$ cat src/rtl/mult_pkg.sv
// Shared types and sizing helpers for the multiply-accumulate datapath.
package mult_pkg;

  typedef enum logic [1:0] {IDLE, ACCUM, DONE} acc_state_t;

  // Accumulator width: full product plus guard MSBs against carry growth.
  function automatic int acc_width(input int parallelism, input int guard_bits);
    return 2 * parallelism + guard_bits;
  endfunction

endpackage

$ cat src/rtl/mult_accumulator.sv
// Sums a programmed number of unsigned products from the multiplier into a
// guarded accumulator and presents the result over a valid/ready handshake.
module mult_accumulator
  import mult_pkg::*;
#(
  parameter int parallelism = 8,
  parameter int GUARD_BITS  = 8,
  parameter int CNT_WIDTH   = 8,
  localparam int ACC_W      = acc_width(parallelism, GUARD_BITS)
) (
  input  logic                     clk,
  input  logic                     rst_n,
  input  logic                     start,
  input  logic [CNT_WIDTH-1:0]     len,
  input  logic                     in_valid,
  output logic                     in_ready,
  input  logic [2*parallelism-1:0] product,
  output logic                     out_valid,
  input  logic                     out_ready,
  output logic [ACC_W-1:0]         acc_out,
  output logic                     overflow,
  output logic                     busy
);

  acc_state_t           state, state_nxt;
  logic [ACC_W-1:0]     acc;
  logic [CNT_WIDTH-1:0] cnt, len_q;
  logic                 ovf;
  logic [ACC_W:0]       sum;
  logic                 take, last;

  // Extra MSB of the sum captures the carry out of the accumulator.
  assign sum  = {1'b0, acc} + (ACC_W+1)'(product);
  assign take = (state == ACCUM) && in_valid;
  assign last = (cnt == CNT_WIDTH'(len_q - 1'b1));

  always_comb begin
    state_nxt = state;
    case (state)
      IDLE:    if (start) state_nxt = (len == '0) ? DONE : ACCUM;
      ACCUM:   if (take && last) state_nxt = DONE;
      DONE:    if (out_ready) state_nxt = IDLE;
      default: state_nxt = IDLE;
    endcase
  end

  always_ff @(posedge clk or negedge rst_n) begin
    if (!rst_n) begin
      state <= IDLE;
      acc   <= '0;
      cnt   <= '0;
      len_q <= '0;
      ovf   <= 1'b0;
    end else begin
      state <= state_nxt;
      if (state == IDLE && start) begin
        acc   <= '0;
        cnt   <= '0;
        len_q <= len;
        ovf   <= 1'b0;
      end else if (take) begin
        acc <= sum[ACC_W-1:0];
        cnt <= cnt + 1'b1;
        if (sum[ACC_W]) ovf <= 1'b1;
      end
    end
  end

  // Handshake outputs decode from state only, so no input-to-output paths.
  assign in_ready  = (state == ACCUM);
  assign out_valid = (state == DONE);
  assign busy      = (state != IDLE);
  assign acc_out   = acc;
  assign overflow  = ovf;

endmodule

$ cat config.mk
export PLATFORM = sky130hd
export DESIGN_NAME = mult_accumulator
export DESIGN_NICKNAME = d
export VERILOG_FILES = /design/src/rtl/mult_pkg.sv /design/src/rtl/mult_accumulator.sv
export SDC_FILE = /design/constraint.sdc
export NUM_CORES = 1
export LEC_CHECK = 0
export CAP_MARGIN = 0
export CORE_MARGIN = 2
export CORE_UTILIZATION = 53
export CTS_CLUSTER_DIAMETER = 80
export CTS_CLUSTER_SIZE = 24
export DETAILED_ROUTE_END_ITERATION = 8
export HOLD_SLACK_MARGIN = 0.06
export PLACE_DENSITY = 0.86
export SLEW_MARGIN = 20
export SYNTH_ARGS = -nofsm -noshare
export SYNTH_HDL_FRONTEND = slang
export SYNTH_SLANG_ARGS = --single-unit
export TNS_END_PERCENT = 30
$ cat constraint.sdc
create_clock -name clk -period 2.8 [get_ports clk]
set_input_delay 0.28 -clock clk [delete_from_list [all_inputs] [get_ports clk]]
set_output_delay 0.28 -clock clk [all_outputs]
set_load 0.1 [all_outputs]
==> results of run 1 <==
-- path summary, 6_finish.rpt --
kind,start,to,slack [ps],cells after the start
max,acc_out[0]$_DFFE_PN0P_,acc_out[22]$_DFFE_PN0P_,290,8
min,rst_n,acc_out[11]$_DFFE_PN0P_,130,1
max reg2reg,acc_out[0]$_DFFE_PN0P_,acc_out[22]$_DFFE_PN0P_,290,8
min reg2reg,len_q[7]$_DFFE_PN0P_,len_q[7]$_DFFE_PN0P_,520,2
max in group asynchronous,rst_n,acc_out[0]$_DFFE_PN0P_,1990,1
min in group clk,len_q[7]$_DFFE_PN0P_,len_q[7]$_DFFE_PN0P_,520,2
-- flip-flops by register name, indices dropped and copies added (netlist names) --
signal	cells
acc_out	24
cnt	8
len_q	8
overflow	1
state	2
-- cells in the final DEF, fill, tap and decap left out, types with 4 or more instances in the layout --
| cell | count |
|---|---|
| a21oi_1 | 17 |
| clkbuf_8 | 5 |
| nor4_1 | 4 |
| nand4_1 | 9 |
| a22o_1 | 4 |
| nand2_1 | 52 |
| buf_4 | 34 |
| a211oi_1 | 6 |
| clkdlybuf4s50_1 | 27 |
| dfrtp_1 | 42 |
| o21ai_0 | 26 |
| a21o_1 | 5 |
| ha_1 | 18 |
| nor3_1 | 5 |
| xor2_1 | 19 |
| inv_1 | 10 |
| xnor2_1 | 11 |
| nand3_1 | 7 |
| nor2_1 | 16 |
-- per-layer routing --
layer	track usage, %	vias to the layer above	share of wire (%)
li1	-	1268	-
met1	31.75	1251	47
met2	39.66	70	48
met3	3.750	13	3.8
met4	7.241	0	1.7
met5	0	-	0
-- cells by family after synthesis --
group	after synthesis	share of synthesized area [%]
XOR/XNOR	30	8.842
AND/OR/NAND/NOR	115	18.53
flip-flops	43	36.21
buffers and inverters	22	4.211
multiplexers	5	1.895
AO/OA/AOI/OAI	87	22.06
adder cells (fa/ha/maj)	19	8.253
-- power by group through the flow --
stage          clock network (mW)  logic, mW  registers [mW]
3_3_place_gp                    0       2.96            1.07
2_1_floorplan                   0       1.56            1.95
6_report                    0.503       3.06            1.08
5_1_grt                     0.533       3.29            1.11
4_1_cts                     0.508       3.06            1.08
3_5_place_dp                    0       3.03            1.09
-- final cells by class --
class | instances | area (µm²) | area share [%]
sequential | 43 | 1077 | 29.73
inverter | 10 | 37.54 | 1.036
clock buffer | 5 | 68.82 | 1.899
multi-input combinational | 256 | 1775 | 49.00
tap | 72 | 90.09 | 2.486
clock inverter | 3 | 43.79 | 1.209
timing repair buffer | 62 | 530.5 | 14.64
-- per-stage QoR --
step / util, % / cells / total power [mW] / hold WS (ps) / worst slack (ps)
CTS: 66.21 / 451 / 4.640 / 163.7 / 278.6
floorplan: - / 321 / 3.515 / -15.59 / -53.95
detailed placement: 64.15 / 443 / 4.115 / 490.3 / -31.58
global route: 66.21 / 451 / 4.931 / 208.5 / 93.16
finish: 66.21 / 451 / 4.636 / 128.9 / 293.9
global placement: 64.11 / 443 / 4.029 / 480.1 / 32.21
==> results.md, run 1 <==
- Synth area leaders: dfrtp_1, ha_1, nand2_1
- Pleak: 1.629 nW
- GR Overflow Total: 0
- Vias in the first global route: 2549
- Most frequent cell after synthesis: nand2_1
- DR vias/cell: 5.769
- Crit-path leading delay family: compound AO/OA/AOI/OAI gates
- Post-DRT Antenna Nets: 0
- Slew @ Worst Pin: 983.0 ps
- Number of CTS-inserted buffers: 5
- Core Area: 5473 µm²
- Final #Nets: 426
- Yosys warns: 0
- Clk slew on worst S/H paths: 90 ps
- Worst-path cell chain: ha_1 > fa_1 > a21o_1 > a221oi_4 > o221ai_2 > a211oi_2 > o311ai_0 > o41ai_1
- Largest net degree at the start of global routing: 44
- First-pass GRT wire length: 11.80 mm
- Net Sw Frac: 54.74%
- Final number of hold-violating endpoints: 0
- P_int: 2.098 mW
- Die extent in y: 78.88 µm
- Synth top area share: 36.21%
- Syn avg cell area: 9.257 µm²
- Top post-synthesis cells by count: nand2_1, dfrtp_1, o21ai_0, xor2_1, ha_1
- Fmax achieved: 399.0 MHz
- CP max-delay cell: dfrtp_2
- Root buf cell: clkbuf_8
- Dpl cell area: 3511 µm²
- # clock sinks: 43
- Share of layout cells above drive strength 1: 17.41%
- Synth area leader: dfrtp_1
- Sequential power share: 23.2%
- Total Wirelength: 7.069 mm
- Starting Density: 54.30%
- CP Class: flop to flop
- Placer congestion estimate: 0.9111
- Die W: 78.88 µm
- Slowest stage delay, CP: 420 ps
- Drt drc: 0
- Endpoints failing setup: 0
- FF+latch count, synth: 43
- Initial antenna violation count: 0
- Pwr/cell area: 1280 nW/µm²
- Buf/Inv on CP: 0
- Worst skew pair latency: 300 ps
- Clock share of power: 10.8%
- Post-route design area: 3623 µm²
- Max_cap viols: 0
- Crit path time final: 2506 ps
- Die ar.: 6222 µm²
- Cell row count: 27
- Final Cycle Share: 89.50%
- Number of antenna diodes: 0
- CP max FO: 5
- Clk_skew: 8.986 ps
- Synth Cell Area: 2972 µm²
- Post-synth EDFFs: 0
- CP Launch Type: flop
- Initial DRC count: 138
- Htree depth: 2
- Combinational share of power: 65.9%
- Total track usage: 23.69%
- P&R area growth vs syn: 21.94%
- Hold/Removal Path Class: input pin to asynchronous set/reset pin
- Setup crit end kind: flop
- Post-CTS sizing: 0
- Synth Flop Type: dfrtp_1
- Worst Path Required: 2990 ps
- Asr flop ratio synth: 100.0%
- Postcts setup bufs: 0
- Status: finished clean
- Post-synth cell types: 61
- Maximum vdd drop: 783.8 µV
- RSZ-0062 raised after global routing: no
- Drt first pass iters: 4
- Max_slew headroom: 34.47%
- Pins Over Slew Limit: 0
- Switching pwr: 2.538 mW
- Vias post-DR: 2602
- Clock tree from TritonCTS: built
- Routed wire per std cell: 15.67 µm
- Mapped Nets: 369
- Port Buffers: 56
- Io pins: 57
- Clk buf depth: 2
- Dpl hpwl: 5.158 mm
- Setup TNS: 0 ps
- CTS Hold Buffers Added: 0
- Sequential fraction of the synthesis area: 36.21%
- Post-Synthesis Cells: 321
- WP data arrival: 2690 ps
- Fillers: 465
(Power assumes the default switching activity.)
==> inputs of run 2 (changes only) <==
Settings changed: CORE_MARGIN 2 to not set.
==> run 2 against run 1 <==
  * First-iteration DRC count did not move
  * Core utilization rose by 2.7 points
  * Sequential share of layout area rose by 0.10 points
  * Die area fell by 5.0%
  * Hold slack improved by 8.3 ps
  * Combinational power fell by 2%
  * Critical endpoint unchanged
  * Largest cell class unchanged
==> results.md, run 2 (synthesis results as in run 1) <==
- Placer congestion estimate: 0.8918
- Initial DRC count: 138
- Dpl hpwl: 4.899 mm
- Worst-path cell chain: ha_1 > fa_1 > a21o_1 > a221oi_4 > o221ai_2 > a211oi_2 > o311ai_0 > o41ai_1
- Io pins: 57
- Total power: 4.600 mW
- Core Area: 5238 µm²
- P_int: 2.097 mW
- Pleak: 1.622 nW
- Slowest stage delay, CP: 420 ps
- Worst Path Required: 3000 ps
- Die extent in y: 76.88 µm
- Fillers: 418
- Vias post-DR: 2589
- Clock tree from TritonCTS: built
- Maximum vdd drop: 786.1 µV
- First-pass GRT wire length: 11.49 mm
- Worst R2R End: acc_out[22]$_DFFE_PN0P_
- Non-filler cells, final: 447
- Die W: 76.88 µm
- Sequential power share: 23.4%
- FF-to-FF Start: acc_out[0]$_DFFE_PN0P_
- Postcts setup bufs: 0
- Port Buffers: 56
- Status: finished clean
- Max_cap viols: 0
- CTS Hold Buffers Added: 0
- Combinational share of power: 65.5%
- Total track usage: 24.41%
- CP max-delay cell: dfrtp_2
- Worst skew pair latency: 300 ps
- CP max FO: 5
- Post-DRT Antenna Nets: 0
- Fmax achieved: 388.9 MHz
- Drt drc: 0
- Htree depth: 2
- GR Overflow Total: 0
- Hold/Removal Path Class: input pin to asynchronous set/reset pin
- Drt first pass iters: 4
- Dpl cells: 439
- Post-CTS sizing: 0
- Commonest non-fill, non-tap cell in the layout: nand2_1
- Endpoints failing setup: 0
- Vias in the first global route: 2463
- Initial antenna violation count: 0
- DR vias/cell: 5.792
- Most frequent cells in the layout: nand2_1, dfrtp_1, buf_4, clkdlybuf4s50_1, o21ai_0
- Total Wirelength: 6.661 mm
- WP data arrival: 2770 ps
- R2R Setup Slk: 230 ps
- Critical Path Stages: 8
- Net Sw Frac: 54.41%
- Setup crit end kind: flop
- Post-layout util: 68.94%
- RSZ-0062 raised after global routing: no
- Switching pwr: 2.502 mW
- Clock share of power: 11.1%
- Clk_skew: 4.732 ps
- Buf/Inv on CP: 0
- Hold WS: 137.2 ps
- Number of CTS-inserted buffers: 5
- Share of layout cells above drive strength 1: 16.98%
- Max_slew headroom: 34.46%
- Number of antenna diodes: 0
- Slew @ Worst Pin: 983.0 ps
- Root buf cell: clkbuf_8
- P&R area growth vs syn: 21.52%
- Crit path time final: 2572 ps
- CP Launch Type: flop
- Final #Nets: 424
- R2R depth: 8
- Pwr/cell area: 1274 nW/µm²
- Die ar.: 5911 µm²
- Starting Density: 56.74%
- Largest net degree at the start of global routing: 44
- Clk slew on worst S/H paths: 80 ps
- Final number of hold-violating endpoints: 0
- # clock sinks: 43
- Cell row count: 26
- Routed wire per std cell: 14.90 µm
- Number of flip-flops in the largest register: 24
- Clk buf depth: 2
- Final Cycle Share: 91.84%
- CP Class: flop to flop
- Pins Over Slew Limit: 0
- Crit-path leading delay family: compound AO/OA/AOI/OAI gates
run 2: cell types whose count changed in the layout (fill, tap and decap cells not counted), sizes merged:
cell,change
clkinv,-1
buf,-2
clkbuf,+1
run 2: power by group through the flow:
stage	Combinational, mW	Sequential, mW	Clock [mW]
floorplan	1.56	1.95	0
global placement	2.93	1.07	0
detailed placement	3.00	1.08	0
global route	3.25	1.11	0.550
CTS	3.02	1.08	0.523
finish	3.01	1.08	0.509
run 2: how the worst max path moves through the flow:
stage	start	end	slack [ps]
5_1_grt	acc_out[0]$_DFFE_PN0P_	acc_out[22]$_DFFE_PN0P_	70
3_5_place_dp	product[0]	acc_out[22]$_DFFE_PN0P_	-40
2_1_floorplan	acc_out[4]$_DFFE_PN0P_	acc_out[17]$_DFFE_PN0P_	-50
4_1_cts	acc_out[0]$_DFFE_PN0P_	acc_out[22]$_DFFE_PN0P_	230
3_3_place_gp	product[0]	acc_out[22]$_DFFE_PN0P_	30
6_report	acc_out[0]$_DFFE_PN0P_	acc_out[22]$_DFFE_PN0P_	230
run 2: metal layers:
layer | vias to the layer above | GRT usage, % | share of wire [%]
met5 | - | 0 | 0
met4 | 0 | 8.846 | 1.9
met3 | 12 | 5.119 | 5.0
met2 | 72 | 39.29 | 46
met1 | 1235 | 32.25 | 47
li1 | 1270 | - | -
run 2: area by class of cell:
| class | count | area, µm² | share of cell area (%) |
|---|---|---|---|
| clock buffer | 6 | 82.58 | 2.287 |
| timing repair buffer | 60 | 515.5 | 14.28 |
| clock inverter | 2 | 35.03 | 0.9702 |
| multi-input combinational | 256 | 1775 | 49.17 |
| sequential | 43 | 1077 | 29.83 |
| tap | 70 | 87.58 | 2.426 |
| inverter | 10 | 37.54 | 1.040 |
run 2: stage by stage:
stage                     setup WS (ps)  cell area [µm²]  setup TNS [ps]
after detailed placement         -43.23             3493          -97.49
after global placement            29.48             3491               0
after CTS                         228.5             3611               0
after global routing              74.28             3611               0
after floorplan                  -53.95             2975          -53.95
final                             228.5             3611               0
